[config.mk]
export PLATFORM = sky130hd
export DESIGN_NAME = fifo_wr_arbiter
export DESIGN_NICKNAME = d
export VERILOG_FILES = /design/src/rtl/fifo_wr_arbiter.sv
export SDC_FILE = /design/constraint.sdc
export NUM_CORES = 1
export LEC_CHECK = 0
export CAP_MARGIN = 20
export CORE_MARGIN = 5
export CORE_UTILIZATION = 25
export DETAILED_ROUTE_END_ITERATION = 7
export GPL_ROUTABILITY_DRIVEN = 1
export SLEW_MARGIN = 30
export SYNTH_ARGS = -nofsm -noshare
export SYNTH_HDL_FRONTEND = slang
export SYNTH_SLANG_ARGS = --single-unit
[constraint.sdc]
create_clock -name clk -period 2.2 [get_ports clk]
set_input_delay 0.44 -clock clk [delete_from_list [all_inputs] [get_ports clk]]
set_output_delay 0.44 -clock clk [all_outputs]
set_load 0.02 [all_outputs]
[src/rtl/fifo_wr_arbiter.sv]
`default_nettype none
// ============================================================================
// Module   : fifo_wr_arbiter
// Purpose  : Round-robin arbiter sharing one FIFO write port among NUM_REQ
//            requesters. An owner keeps the port for up to BURST_MAX
//            consecutive words. After that, ownership rotates to the next
//            index. No word is granted while the FIFO reports full.
// Optional : macro FIFO_WR_ARBITER_STATS_EN adds per-requester saturating
//            16-bit grant counters on port grant_cnt.
// Ports    :
//   clk           in   clock, all logic on posedge
//   rst           in   synchronous active-high reset
//   req           in   [NUM_REQ]            level write requests
//   req_data      in   [NUM_REQ*FIFO_WIDTH] packed data, slice i = requester i
//   gnt           out  [NUM_REQ]            one-hot/zero grant (combinational)
//   fifo_write    out  FIFO write strobe (OR of gnt)
//   fifo_data_in  out  [FIFO_WIDTH]         granted slice, 0 when idle
//   fifo_full     in   FIFO full flag
//   busy          out  registered, 1 while a burst is in progress
//   owner         out  registered current/last owner index
//   grant_cnt     out  [NUM_REQ*16]         (stats build only) grant counts
// Revision : 1.0 - initial release
// ============================================================================
module fifo_wr_arbiter #(
  parameter int NUM_REQ    = 4,
  parameter int FIFO_WIDTH = 8,
  parameter int BURST_MAX  = 4
) (
  input  logic                          clk,
  input  logic                          rst,
  input  logic [NUM_REQ-1:0]            req,
  input  logic [NUM_REQ*FIFO_WIDTH-1:0] req_data,
  output logic [NUM_REQ-1:0]            gnt,
  output logic                          fifo_write,
  output logic [FIFO_WIDTH-1:0]         fifo_data_in,
  input  logic                          fifo_full,
  output logic                          busy,
  output logic [$clog2(NUM_REQ)-1:0]    owner
`ifdef FIFO_WR_ARBITER_STATS_EN
  ,
  output logic [NUM_REQ*16-1:0]         grant_cnt
`endif
);

  localparam int c_PW = $clog2(NUM_REQ);
  localparam int c_CW = $clog2(BURST_MAX + 1);

  typedef enum logic [0:0] {
    S_IDLE  = 1'b0,
    S_BURST = 1'b1
  } state_t;

  state_t            r_state;
  logic [c_PW-1:0]   r_rr_ptr;
  logic [c_CW-1:0]   r_burst_cnt;
  logic [c_PW-1:0]   r_owner;
  logic              r_busy;

  logic              w_found;
  logic [c_PW-1:0]   w_winner;
  logic [c_PW:0]     w_sum;
  logic              w_grant_en;
  logic [c_PW-1:0]   w_grant_idx;
  logic [NUM_REQ-1:0] w_gnt;
  logic [FIFO_WIDTH-1:0] w_data;

  // Index following i, wrapping from NUM_REQ-1 back to 0.
  function automatic logic [c_PW-1:0] f_next(input logic [c_PW-1:0] i);
    if (i == c_PW'(NUM_REQ - 1))
      return '0;
    else
      return i + c_PW'(1);
  endfunction

  // Round-robin search starting at r_rr_ptr. One extra bit on the sum
  // lets the wrap be done with a single conditional subtract, so
  // NUM_REQ does not need to be a power of two.
  always_comb begin
    w_found  = 1'b0;
    w_winner = '0;
    w_sum    = '0;
    for (int k = 0; k < NUM_REQ; k++) begin
      w_sum = {1'b0, r_rr_ptr} + (c_PW+1)'(k);
      if (w_sum >= (c_PW+1)'(NUM_REQ))
        w_sum = w_sum - (c_PW+1)'(NUM_REQ);
      if (!w_found && req[w_sum[c_PW-1:0]]) begin
        w_found  = 1'b1;
        w_winner = w_sum[c_PW-1:0];
      end
    end
  end

  // Grant decision. It is combinational so that a request is granted in
  // the same cycle. Reset and fifo_full both suppress it unconditionally.
  always_comb begin
    w_grant_en  = 1'b0;
    w_grant_idx = '0;
    if (!rst && !fifo_full) begin
      if (r_state == S_IDLE) begin
        w_grant_en  = w_found;
        w_grant_idx = w_winner;
      end else begin
        w_grant_en  = req[r_owner];
        w_grant_idx = r_owner;
      end
    end
  end

  always_comb begin
    w_gnt  = '0;
    w_data = '0;
    if (w_grant_en)
      w_gnt = NUM_REQ'(1) << w_grant_idx;
    for (int i = 0; i < NUM_REQ; i++) begin
      if (w_gnt[i])
        w_data = req_data[i*FIFO_WIDTH +: FIFO_WIDTH];
    end
  end

  assign gnt          = w_gnt;
  assign fifo_write   = |w_gnt;
  assign fifo_data_in = w_data;
  assign busy         = r_busy;
  assign owner        = r_owner;

  always_ff @(posedge clk) begin
    if (rst) begin
      r_state     <= S_IDLE;
      r_rr_ptr    <= '0;
      r_burst_cnt <= '0;
      r_owner     <= '0;
      r_busy      <= 1'b0;
    end else begin
      case (r_state)
        S_IDLE: begin
          if (w_found && !fifo_full) begin
            r_owner <= w_winner;
            if (BURST_MAX == 1) begin
              // Single-word bursts never leave IDLE. Rotate right away.
              r_rr_ptr <= f_next(w_winner);
            end else begin
              r_state     <= S_BURST;
              r_burst_cnt <= c_CW'(1);
              r_busy      <= 1'b1;
            end
          end
        end

        S_BURST: begin
          if (req[r_owner]) begin
            if (!fifo_full) begin
              if (r_burst_cnt == c_CW'(BURST_MAX - 1)) begin
                r_state     <= S_IDLE;
                r_rr_ptr    <= f_next(r_owner);
                r_burst_cnt <= '0;
                r_busy      <= 1'b0;
              end else begin
                r_burst_cnt <= r_burst_cnt + c_CW'(1);
              end
            end
            // fifo_full with the owner still requesting: hold everything.
          end else begin
            // The owner released early. This cycle is a bubble, and the
            // next owner is chosen from IDLE.
            r_state     <= S_IDLE;
            r_rr_ptr    <= f_next(r_owner);
            r_burst_cnt <= '0;
            r_busy      <= 1'b0;
          end
        end

        default: begin
          r_state     <= S_IDLE;
          r_burst_cnt <= '0;
          r_busy      <= 1'b0;
        end
      endcase
    end
  end

`ifdef FIFO_WR_ARBITER_STATS_EN
  logic [15:0] r_grant_cnt [NUM_REQ];

  for (genvar g = 0; g < NUM_REQ; g++) begin : g_stats
    always_ff @(posedge clk) begin
      if (rst)
        r_grant_cnt[g] <= '0;
      else if (w_gnt[g] && (r_grant_cnt[g] != 16'hFFFF))
        r_grant_cnt[g] <= r_grant_cnt[g] + 16'd1;
    end
    assign grant_cnt[g*16 +: 16] = r_grant_cnt[g];
  end
`endif

endmodule
`default_nettype wire

Word level (Yosys, flattened, before mapping)
Cells that the tools add are included.
{ "word_totals": {"output_inout_bits": 16, "ff_bits": 9, "inputBits": 39, "elab_cells": 97} }
{ "op_classes": {"bitwise": 1, "eq_ne": 7, "shift": 1, "addsub": 9, "reduce_logical": 15, "magnitude_cmp": 9, "muxes": 50} }
{ "ops": {"columns": ["op", "count"], "rows": [
  ["8-bit 2-to-1 mux", 4],
  ["2-bit 2-to-1 mux", 14],
  ["1-bit 2-to-1 mux", 19],
  ["2-bit by 3-bit less-than comparator with 1-bit output, second input constant", 5],
  ["3-bit 2-to-1 mux", 4],
  ["1-bit binary-select mux with 2-bit select", 5],
  ["3-bit greater-or-equal comparator, second input constant", 3],
  ["2-bit by 1-bit subtractor with 2-bit output, second input constant", 4],
  ["2-bit by 2-bit adder with 3-bit output, second input constant", 2],
  ["3-bit one-hot mux with 2 select lines", 1],
  ["3-bit AND reduction", 2],
  ["1-bit logical AND", 5],
  ["1-bit logical NOT", 5],
  ["4-bit 2-to-1 mux", 1],
  ["2-bit by 1-bit != test with 1-bit output, second input constant", 2],
  ["1-bit one-hot mux with 2 select lines", 2],
  ["2-bit AND reduction", 2],
  ["4-bit OR reduction", 1],
  ["1-bit by 2-bit << shifter with 4-bit output, first input constant", 1],
  ["2-bit by 1-bit adder with 3-bit output, second input constant", 1],
  ["3-bit by 1-bit adder with 3-bit output, second input constant", 1],
  ["3-bit by 2-bit == test with 1-bit output, second input constant", 1],
  ["2-bit by 3-bit greater-or-equal comparator with 1-bit output, second input constant", 1],
  ["3-bit by 2-bit != test with 1-bit output, second input constant", 1],
  ["5 further kinds", 5]
]} }

Logic depth before layout (Yosys ltp)
{ "depth": {"ltp_word": 22, "mapped_depth": 9, "depth_no_buf": 6} }

Worst setup path before layout
No wires, ideal clock.
{ "synth_timing": {"path_type": "input to output", "startpoint": "input port rst", "endpoint": "output port gnt[2]", "cell_stages": 7, "arrival_ns": 2.012, "path_slack_ns": -0.252, "required_time_ns": 1.760, "path_buffers": 3, "path_cell_list": "buf_2 or2_2 buf_2 or3_4 o31ai_4 buf_8 nor2b_1"} }
{ "synth_via": {"elab_chain_cells": 5, "elab_cells_between_ends": 6, "cone_classes": "shift (1); mux (3); reduce/logical (2)"} }
{ "synth_lines": {"columns": ["element", "line", "rtl"], "rows": [
  ["from (decl)", "30", "input logic rst,"],
  ["1-bit logical NOT *", "98", "if (!rst && !fifo_full) begin"],
  ["1-bit logical AND *", "98", null],
  ["2-bit 2-to-1 mux", "98", null],
  ["1-bit by 2-bit << shifter with 4-bit output", "113", "w_gnt = NUM_REQ'(1) << w_grant_idx;"],
  ["4-bit 2-to-1 mux *", "112", "if (w_grant_en)"],
  ["to (decl)", "33", "output logic [NUM_REQ-1:0] gnt,"]
]} }
Every way passes the cells marked *; elsewhere a longest branch is shown, timed or not.

Worst setup path after layout
{ "layout_timing": {"startpoint": "input port req[2]", "endpoint": "output port fifo_data_in[2]"} }
{ "layout_via": {"elab_chain_cells": 20, "elab_cells_between_ends": 34, "cone_classes": "shift (1); mux (27); reduce/logical (6)"} }
{ "layout_lines": {"columns": ["element", "line", "rtl"], "rows": [
  ["from (decl)", "31", "input logic [NUM_REQ-1:0] req,"],
  ["1-bit binary-select mux with 2-bit select", "86", "if (!w_found && req[w_sum[c_PW-1:0]]) begin"],
  ["1-bit 2-to-1 mux (implied by the code)", "86", null],
  ["1-bit 2-to-1 mux", "86", null],
  ["1-bit logical NOT", "86", null],
  ["1-bit logical AND", "86", null],
  ["1-bit 2-to-1 mux", "86", null],
  ["1-bit logical NOT", "86", null],
  ["1-bit logical AND", "86", null],
  ["[... 2 more ...]", null, null],
  ["1-bit logical AND", "86", null],
  ["2-bit 2-to-1 mux", "86", null],
  ["2-bit 2-to-1 mux", "99", "if (r_state == S_IDLE) begin"],
  ["2-bit 2-to-1 mux", "98", null],
  ["1-bit by 2-bit << shifter with 4-bit output", "113", null],
  ["4-bit 2-to-1 mux *", "112", null],
  ["8-bit 2-to-1 mux (3 in series)", "115", "if (w_gnt[i])"],
  ["8-bit 2-to-1 mux *", "115", null],
  ["to (decl)", "35", "output logic [FIFO_WIDTH-1:0] fifo_data_in,"]
]} }
Every way passes the cells marked *; elsewhere a longest branch is shown, timed or not. The select of a mux whose other input is x is not followed.

==> impl_metrics.env <==
export IMPL_diodes=0
export IMPL_worstPathArrival_ns=2.17
export IMPL_cts_root_buf="clkbuf_4"
export IMPL_status="complete, but fails checks"
export IMPL_p_int_w=0.0004905
export IMPL_combinationalPowerShare=0.579
export IMPL_rows=21
export IMPL_syn_to_final_growth_pct=112.5
export IMPL_core_um2=3363
export IMPL_dieArea_um2=4811
export IMPL_cts_buffers=3
export IMPL_min_delay_path_class="reg -> reg"
export IMPL_hpwl_um=2343
export IMPL_maxCapViolCount=0
export IMPL_synth_top_family_by_area="compound AO/OA/AOI/OAI gates"
export IMPL_switching_power_w=0.0002553
export IMPL_finalCritPeriodShare=1.188
export IMPL_dp_worst_setup_slack_ns=-1.294
export IMPL_netlist_instances=108
export IMPL_relSlewSlack=0.7218
export IMPL_cts_tree="yes"
export IMPL_setup_viol=12
export IMPL_endpoint_kind="output port"
export IMPL_critical_path_startpoint="req[2]"
export IMPL_reg2reg_to="r_burst_cnt[0]"
export IMPL_crit_end="fifo_data_in[2]"
export IMPL_clkPwrFrac=0.175
export IMPL_syn_area_um2=880.8
export IMPL_grt_pass1_wl_um=5858
export IMPL_ios=55
export IMPL_placed_area_um2=1615
export IMPL_clk_latency_ns=0.26
export IMPL_die_x_um=69.36
export IMPL_wl_per_cell_um=14.78
export IMPL_finalPower_w=0.0007458
export IMPL_nFillCells=327
export IMPL_max_freq_mhz=382.6
export IMPL_skew_ns=0.007181
export IMPL_r2r_cells=8
export IMPL_stdcell_area_um2=1872
export IMPL_timing_rr_start="owner[0]"
export IMPL_p_leak_nw=0.7775
export IMPL_grtUsageTotal=0.1438
export IMPL_final_max_slew_viol_count=0
export IMPL_synth_xor_area_frac=0
export IMPL_grt_start_max_net_pins=29
export IMPL_fp_dieH_um=69.36
export IMPL_seq_power_share=0.246
export IMPL_vdd_drop_max_v=0.0003776
export IMPL_busiest_layer="met2"
export IMPL_overflow=0
export IMPL_avgSynthCellArea_um2=8.156
export IMPL_drt_initial_drc_count=44
export IMPL_clk_pin_slew_ns=0.06
export IMPL_cts_hold_buf=0
export IMPL_fin_worst_hold_slack_ns=0.4502
export IMPL_clk_path_buf_depth=2
export IMPL_cts_num_sinks=9
export IMPL_ys_seq_area_frac=0.2045
export IMPL_crit_fanout=4
export IMPL_drt_wl_total_um=3428
export IMPL_syn_nets=149
export IMPL_crit_required_ns=1.76
export IMPL_startpoint_type="input port"
export IMPL_yosysWarningCount=0
export IMPL_synth_compound_area_frac=0.3168
export IMPL_htree_levels=1
export IMPL_gr_usage_met2=0.2627
export IMPL_ff2ff_setup_slack_ns=0.16
export IMPL_fin_ws_ns=-0.4137
export IMPL_p_sw_frac=0.3424
export IMPL_vias=1135
export IMPL_synth_distinct_cells=34
export IMPL_port_buffers=54
export IMPL_rsz0062_at_grt="yes"
export IMPL_gr_usage_met1=0.1743
export IMPL_fin_cells=232
export IMPL_first_pass_iters=4
export IMPL_start_util=0.2619
export IMPL_min_path_cells=2
export IMPL_synth_fa_ha_area_frac=0.02841
export IMPL_gp_congestion=0.8005
export IMPL_drc=0
export IMPL_synthMuxAreaShare=0.08665
export IMPL_grt_use_met3=0.02319
export IMPL_ant_nets=0
export IMPL_min_period_ns=2.614
export IMPL_grt_pass1_vias=1215
export IMPL_hold_viol=0
export IMPL_violations="setup timing"
export IMPL_path_class="in -> out"
export IMPL_nets=228
export IMPL_tightest_slew_ns=0.4135
export IMPL_power_density_nw_per_um2=398.4
export IMPL_antenna_found_initial=0
export IMPL_ys_ff_latch=9
export IMPL_via_per_inst=4.892
export IMPL_drive_above_1_share=0.4462
export IMPL_synthSimpleGateAreaFrac=0.2912
export IMPL_dp_cells=218
==> worst max-delay path, stage by stage <==
cell             delay (ns)
clkdlybuf4s15_2        0.21
mux4_2                 0.50
buf_6                  0.14
nand2_2                0.06
or3_4                  0.12
o31ai_4                0.06
buf_6                  0.14
buf_16                 0.13
a22oi_2                0.13
o211ai_2               0.10
buf_6                  0.14
==> power by group through the flow <==
stage / Combinational, W / Clock, W / Sequential (W)
final: 0.000432 / 0.000130 / 0.000184
after global routing: 0.000460 / 0.000145 / 0.000185
after CTS: 0.000429 / 0.000135 / 0.000183
after detailed placement: 0.000356 / 0 / 0.000187
after global placement: 0.000352 / 0 / 0.000186
after floorplan: 0.000174 / 0 / 0.000196
==> final cells by class <==
type                            instances  area (um^2)  share of cell area
Timing Repair Buffer                   81        855.8              0.4572
Multi-Input combinational cell         87        730.7              0.3904
Sequential cell                         9        182.7             0.09759
Tap cell                               46        57.56             0.03075
Clock buffer                            4        26.28             0.01404
Inverter                                5        18.77             0.01003
==> per-stage QoR <==
| stage | util | TNS (ns) |
|---|---|---|
| after floorplan | - | -0.005251 |
| after global placement | 0.4803 | -15.75 |
| after detailed placement | 0.4803 | -17.33 |
| after CTS | 0.5547 | -4.488 |
| after global routing | 0.5565 | -5.264 |
| final | 0.5565 | -4.348 |
==> cell usage after synthesis <==
| master | count | area (um^2) |
|---|---|---|
| a21oi_1 | 4 | 20.02 |
| nor4_1 | 1 | 6.260 |
| mux2i_1 | 4 | 40.04 |
| o221ai_1 | 1 | 8.760 |
| nand3_1 | 17 | 85.08 |
| a211o_1 | 1 | 8.760 |
| nor2_2 | 1 | 6.260 |
| nand2_2 | 1 | 6.260 |
| nor2b_1 | 3 | 18.77 |
| o21ai_0 | 1 | 5.000 |
| a21oi_2 | 1 | 8.760 |
| buf_2 | 6 | 30.03 |
| mux4_2 | 1 | 22.52 |
| o211ai_2 | 8 | 100.1 |
| or2_2 | 3 | 18.77 |
| nor2_1 | 14 | 52.55 |
| nor3_4 | 1 | 16.27 |
| dfxtp_1 | 9 | 180.2 |
| a2111oi_1 | 1 | 10.01 |
| nor3b_1 | 1 | 7.510 |
| buf_8 | 1 | 15.01 |
| a21boi_2 | 1 | 11.26 |
| o31ai_4 | 1 | 21.27 |
| o22a_1 | 1 | 8.760 |
| a22oi_1 | 8 | 60.06 |
| or3_4 | 1 | 11.26 |
| inv_1 | 5 | 18.77 |
| nor3_1 | 2 | 10.01 |
| a22o_1 | 1 | 8.760 |
| mux2i_2 | 1 | 13.76 |
| a21o_1 | 1 | 7.510 |
| ha_1 | 2 | 25.02 |
| and2_1 | 1 | 6.260 |
| nand2_1 | 3 | 11.26 |
==> routing by layer <==
layer,vias to the layer above,routed length [um]
met3,4,171
li1,564,-
met2,45,1704
met5,-,0
met1,522,1526
met4,0,25
==> kinds of logic after synthesis <==
logic type | after synthesis
multiplexers | 6
AO/OA/AOI/OAI | 30
AND/OR/NAND/NOR | 49
adder cells (fa/ha/maj) | 2
buffers and inverters | 12
flip-flops | 9
==> worst min path at each step <==
stage                         startpoint              to  slack [ns]
after global placement    r_burst_cnt[2]  r_burst_cnt[2]        0.43
after floorplan           r_burst_cnt[2]  r_burst_cnt[2]        0.42
after detailed placement  r_burst_cnt[2]  r_burst_cnt[2]        0.45
after CTS                 r_burst_cnt[2]  r_burst_cnt[2]        0.46
final                     r_burst_cnt[2]  r_burst_cnt[2]        0.45
after global routing      r_burst_cnt[2]  r_burst_cnt[2]        0.49
==> what timing repair did <==
action                                  in CTS  in global routing
resized for setup                          102                  4
gates cloned                                 3                  0
buffers inserted                             8                  0
endpoints found under the setup margin      18                 15
pin swaps                                    5                  4
==> sequential cells by signal, indices dropped and copies added (netlist names) <==
name,flops
owner,2
r_burst_cnt,3
r_state,1
busy,1
r_rr_ptr,2
==> layout by cell type (no fill, tap or decap), drive strengths merged, types with 4 or more instances in the layout <==
master          n
buf            40
nand2           4
mux2i           5
clkdlybuf4s50  35
nor2           15
inv             5
dfxtp           9
clkbuf          4
o211ai          8
nand3          17
a22oi           8
a21oi           5
Power figures use the tool's default switching activity.
